==> src/rtl/gals_write_arbiter_pkg.sv <==
// Shared types and helpers for the producer-side write arbiter.
package gals_write_arbiter_pkg;

    localparam int DATA_W_DEFAULT = 16;

    typedef enum logic [1:0] {
        ST_IDLE  = 2'd0,
        ST_GRANT = 2'd1,
        ST_STALL = 2'd2
    } state_t;

    // Index arithmetic modulo n for 3-bit requester indices (offset < n).
    function automatic logic [2:0] wrap_idx(input logic [2:0] base, input int offset, input int n);
        int sum;
        sum = int'(base) + offset;
        if (sum >= n) begin
            sum = sum - n;
        end
        return 3'(sum);
    endfunction

endpackage

==> src/rtl/gals_write_arbiter_rr_priority_pick.sv <==
// Round-robin pick: first requester at or after start, wrapping modulo NUM_REQ.
module gals_write_arbiter_rr_priority_pick
    import gals_write_arbiter_pkg::*;
#(
    parameter int NUM_REQ = 4
) (
    input  logic [NUM_REQ-1:0] req,
    input  logic [2:0]         start,
    output logic [2:0]         winner,
    output logic               found
);

    logic [NUM_REQ-1:0] rotated;

    // Rotate so that bit 0 is the requester at start.
    assign rotated = NUM_REQ'({req, req} >> start);

    // Scan from the far end so the nearest requester to start is the one kept.
    always_comb begin
        winner = '0;
        found  = 1'b0;
        for (int i = NUM_REQ - 1; i >= 0; i--) begin
            if (rotated[i]) begin
                found  = 1'b1;
                winner = wrap_idx(start, i, NUM_REQ);
            end
        end
    end

endmodule

==> src/rtl/gals_write_arbiter.sv <==
// Shares the buffer write port among NUM_REQ producers with round-robin
// grants, bounded bursts and stall on buffer_full.
//
//  state    | meaning
//  ---------+----------------------------------------------------------
//  ST_IDLE  | no owner; arbitrate from rr_ptr when any req is high
//  ST_GRANT | owner holds the port; word written whenever not full
//  ST_STALL | owner holds the port; buffer full, no writes
module gals_write_arbiter
    import gals_write_arbiter_pkg::*;
#(
    parameter int NUM_REQ   = 4,
    parameter int DATA_W    = DATA_W_DEFAULT,
    parameter int BURST_MAX = 4
) (
    input  logic                      clock_1,
    input  logic                      reset,
    input  logic [NUM_REQ-1:0]        req,
    input  logic [NUM_REQ*DATA_W-1:0] req_data,
    input  logic                      buffer_full,
    output logic [NUM_REQ-1:0]        ack,
    output logic [DATA_W-1:0]         data_1,
    output logic                      data_1_en,
    output logic                      grant_valid,
    output logic [2:0]                grant_id
);

    localparam logic [3:0] BURST_LAST = 4'(BURST_MAX - 1);

    state_t                    state;
    logic [2:0]                owner;
    logic [2:0]                rr_ptr;
    logic [3:0]                burst_cnt;
    logic                      owner_req;
    logic [2:0]                next_ptr;
    logic [2:0]                pick_start;
    logic [2:0]                pick_winner;
    logic                      pick_found;
    logic                      release_now;
    logic [NUM_REQ*DATA_W-1:0] data_shifted;

    assign grant_id     = owner;
    assign owner_req    = |(req & (NUM_REQ'(1) << owner));
    assign next_ptr     = wrap_idx(owner, 1, NUM_REQ);
    assign data_shifted = req_data >> (32'(owner) * DATA_W);

    // Write port and acknowledge are driven in the same cycle so the
    // producer advances exactly when the buffer captures the word.
    assign data_1_en = (state == ST_GRANT) & owner_req & ~buffer_full;
    assign data_1    = data_1_en ? data_shifted[DATA_W-1:0] : '0;
    assign ack       = data_1_en ? (NUM_REQ'(1) << owner) : '0;

    // One picker serves both idle arbitration and handoff on release.
    assign pick_start = (state == ST_IDLE) ? rr_ptr : next_ptr;

    gals_write_arbiter_rr_priority_pick #(
        .NUM_REQ (NUM_REQ)
    ) u_pick (
        .req    (req),
        .start  (pick_start),
        .winner (pick_winner),
        .found  (pick_found)
    );

    // Owner gives up the port when it drops req or finishes its last burst word.
    always_comb begin
        release_now = 1'b0;
        if (state == ST_GRANT) begin
            release_now = ~owner_req | (data_1_en & (burst_cnt == BURST_LAST));
        end else if (state == ST_STALL) begin
            release_now = ~owner_req;
        end
    end

    // Grant state machine with direct handoff on release.
    always_ff @(posedge clock_1 or posedge reset) begin
        if (reset) begin
            state       <= ST_IDLE;
            owner       <= '0;
            rr_ptr      <= '0;
            burst_cnt   <= '0;
            grant_valid <= 1'b0;
        end else begin
            case (state)
                ST_IDLE: begin
                    if (pick_found) begin
                        owner       <= pick_winner;
                        burst_cnt   <= '0;
                        state       <= ST_GRANT;
                        grant_valid <= 1'b1;
                    end
                end
                ST_GRANT, ST_STALL: begin
                    if (release_now) begin
                        rr_ptr    <= next_ptr;
                        burst_cnt <= '0;
                        if (pick_found) begin
                            owner       <= pick_winner;
                            state       <= ST_GRANT;
                            grant_valid <= 1'b1;
                        end else begin
                            state       <= ST_IDLE;
                            grant_valid <= 1'b0;
                        end
                    end else if (state == ST_GRANT) begin
                        if (buffer_full) begin
                            state <= ST_STALL;
                        end else begin
                            burst_cnt <= burst_cnt + 4'd1;
                        end
                    end else if (!buffer_full) begin
                        state <= ST_GRANT;
                    end
                end
                default: begin
                    state       <= ST_IDLE;
                    grant_valid <= 1'b0;
                end
            endcase
        end
    end

endmodule
==> config.mk <==
export PLATFORM = sky130hd
export DESIGN_NAME = gals_write_arbiter
export DESIGN_NICKNAME = d
export VERILOG_FILES = /design/src/rtl/gals_write_arbiter_pkg.sv /design/src/rtl/gals_write_arbiter_rr_priority_pick.sv /design/src/rtl/gals_write_arbiter.sv
export SDC_FILE = /design/constraint.sdc
export NUM_CORES = 1
export LEC_CHECK = 0
export CAP_MARGIN = 5
export CORE_ASPECT_RATIO = 1.25
export CORE_UTILIZATION = 36
export DETAILED_ROUTE_END_ITERATION = 10
export HOLD_SLACK_MARGIN = 0.06
export PLACE_DENSITY = 0.79
export SYNTH_ARGS = -nofsm -noshare
export SYNTH_HDL_FRONTEND = slang
export SYNTH_SLANG_ARGS = --single-unit
==> constraint.sdc <==
create_clock -name clock_1 -period 2.4 [get_ports clock_1]
set_input_delay 0.48 -clock clock_1 [delete_from_list [all_inputs] [get_ports clock_1]]
set_output_delay 0.48 -clock clock_1 [all_outputs]
set_load 0.02 [all_outputs]
==> impl_metrics.json <==
{
  "grt_max_degree": 22,
  "drive_gt1_share_pct": 43.6,
  "fillers": 323,
  "grtUsageTotal_pct": 27.4,
  "first_pass_iters": 4,
  "p_per_area_mw_per_mm2": 1100,
  "synth_compound_area_share_pct": 18.7,
  "netlist-cell-type-count": 55,
  "rrSetupSlack_ps": -170,
  "cp_max_fo": 11,
  "grt_pass1_wl_um": 10800,
  "finalCriticalPeriod_ps": 2590,
  "violations": "negative setup slack",
  "ir_drop_uv": 703,
  "setup_slack_ps": -194,
  "dieArea_mm2": 0.00512,
  "crit_chain": "inv_2 > ha_2 > a222oi_1 > o21ai_1 > nand2_1 > nor2_4 > buf_12 > and3_2 > buf_4",
  "relSlewSlack_pct": 67.2,
  "synth_warnings": 0,
  "clock.fmax_ghz": 0.385,
  "wl_per_cell_um": 17.5,
  "hold_slack_ps": 501,
  "post-route-util_pct": 73.6,
  "synth_xor_xnor_area_share_pct": 0,
  "fin_crit_sh_pct": 108,
  "die_height_um": 79.7,
  "cp-startpoint": "grant_id[1]",
  "muxShareOfSynthArea_pct": 24.8,
  "dp_hpwl_um": 5360,
  "synthArstFlopShare_pct": 100,
  "ys_seq_area_share_pct": 18.7,
  "overflow": 0,
  "cts_buffers": 3,
  "synth_top_family_by_area": "multiplexers",
  "cp_slowest_cell": "dfrtp_2",
  "hold_violations": 0,
  "worst_slew_pin_slew_ps": 492,
  "synthSimpleGateAreaFrac_pct": 23.9,
  "drc_errors": 0,
  "dp_slack_ps": -622,
  "ant_nets": 0,
  "num_rows": 27,
  "placed_cells": 378,
  "synth_area_mm2": 0.00174,
  "core_area_mm2": 0.00453,
  "antenna_found_initial": 1,
  "r2r_end": "state[0]",
  "ys_ff_latch": 13,
  "fp.dieW_um": 64.2,
  "required_ps": 1920,
  "cts_sinks": 13,
  "holdBufCountCts": 0,
  "power.leakage_nw": 1.46,
  "h-tree-depth": 1,
  "synthAdderAreaFrac_pct": 8.63,
  "status": "finished, violations left",
  "layout.cells.non_filler": 395,
  "crit_arrival_ps": 2110,
  "root_buffer": "clkbuf_8",
  "cts_buffer_depth": 2,
  "via_per_inst": 5.64,
  "first_iter_violations": 137,
  "synth_ff_type": "dfrtp_1",
  "worstSetupEndpoint": "data_1[5]",
  "clkLatencyLatePin_ps": 250,
  "end_kind": "primary output",
  "port_buffers": 95,
  "slew_violations": 0,
  "critPathKind": "flip-flop to primary output",
  "fin_skew_ps": 2.13,
  "syn-mean-instance-area_um2": 9.21,
  "synth_edf_count": 0,
  "postRouteWirelength_um": 6920,
  "vias": 2229,
  "start_util_pct": 38.4,
  "grt_pass1_vias": 2207,
  "max_cap_viol_count": 0,
  "fin_nets": 421,
  "worstRegToRegCells": 16,
  "antenna_cells": 0,
  "cpPeakStageDelay_ps": 410,
  "cts_tree": "built",
  "ios": 96,
  "gp_congestion": 0.849,
  "rsz0062_at_grt": "yes",
  "netlist_instances": 189,
  "setup_viol": 23,
  "synthesis.nets": 272,
  "regToRegStartpoint": "grant_id[1]",
  "syn_to_final_growth_pct": 91.4,
  "hold_class": "flip-flop to flip-flop",
  "critPathLaunchType": "flip-flop",
  "path_clk_slew_ps": 60
}
==> worst min-delay path by stage <==
stage,startpoint,to,slack (ps),cells after the start
floorplan,reset,burst_cnt[0],360,1
global placement,rr_ptr[2],rr_ptr[2],470,2
detailed placement,rr_ptr[2],rr_ptr[2],500,2
CTS,rr_ptr[2],rr_ptr[2],510,2
global route,rr_ptr[2],rr_ptr[2],540,2
finish,rr_ptr[2],rr_ptr[2],500,2
==> cell usage in the layout (no fill, tap or decap), types with 4 or more instances in the layout <==
cell type	count
ha_2	4
and3_2	4
buf_2	4
inv_1	9
ha_1	6
nand3_1	5
dfrtp_1	12
nand2_1	17
nor2_1	7
and3_4	14
clkdlybuf4s50_1	72
o21ai_0	12
mux4_2	16
a21oi_1	6
nand2b_1	5
buf_4	71
==> where the power goes <==
part	switching [mW]	leakage, nW	internal [mW]
Clock	0.0825	0.0228	0.118
Sequential	0.0817	0.167	0.297
Combinational	1.43	1.27	1.67
Total	1.60	1.46	2.08
==> cell families (layout without fill, tap and decap cells) <==
family | Yosys count | in the layout
simple gates | 74 | 74
compound gates | 47 | 47
mux | 22 | 22
buf+inv | 21 | 169
flops | 13 | 13
fa+ha+maj | 12 | 12
==> stage by stage <==
step	cell area, um^2	power, mW	TNS, ps
after CTS	3180	3.43	-3450
after global placement	3150	3.08	-12010
after floorplan	1840	2.09	-136
after detailed placement	3150	3.14	-12650
final	3330	3.68	-3720
after global routing	3330	3.94	-6330
==> synthesized netlist by cell type, drive strengths merged, types with 3 or more instances <==
library cell | instances | area share (%)
and3 | 19 | 6.8
nor2 | 10 | 2.4
nand3 | 5 | 1.4
inv | 12 | 2.6
mux2 | 3 | 2.2
buf | 5 | 1.9
nor2b | 3 | 1.2
dfrtp | 13 | 19
and2 | 3 | 1.1
mux2i | 3 | 1.9
ha | 12 | 8.6
o21ai | 16 | 4.6
nand2b | 5 | 1.8
a21oi | 7 | 2.2
nand2 | 17 | 3.7
mux4 | 16 | 21
o22ai | 4 | 1.4
or2 | 3 | 1.1
clkbuf | 4 | 0.86
==> state kept, by name, indices dropped and copies added, names as in the netlist <==
signal,count
state,2
grant_id,3
burst_cnt,4
grant_valid,1
rr_ptr,3
==> layer usage <==
layer  global-route usage (%)  wire, um  vias up
met3                     6.14       769       17
met4                     8.67       169        0
met2                     49.0      3360      129
met1                     32.1      2630     1062
li1                         -         -     1021
met5                        0         0        -
==> cell type report <==
type	count	area (um^2)	share of cell area, %
clock buffer	4	45.0	1.35
inverter	12	45.0	1.35
multi-input combinational	155	1480	44.5
sequential	13	327	9.80
tap	58	72.6	2.18
timing repair buffer	153	1360	40.8
==> critical path: cells and delay by family, from the launching register on <==
kind | cells | cell delay (ps)
AND/OR/NAND/NOR | 3 | 400
buffers and inverters | 3 | 360
adder cells (fa/ha/maj) | 1 | 170
AO/OA/AOI/OAI | 2 | 510
flip-flops | 1 | 410
==> what timing repair did <==
item                                    in CTS  in global routing
cloned                                       0                  1
gates resized for setup                     96                 31
buffers inserted                             8                  4
endpoints found under the setup margin      22                 29
pin swaps                                    3                  6
No activity file was read; power rests on OpenSTA's default activity.
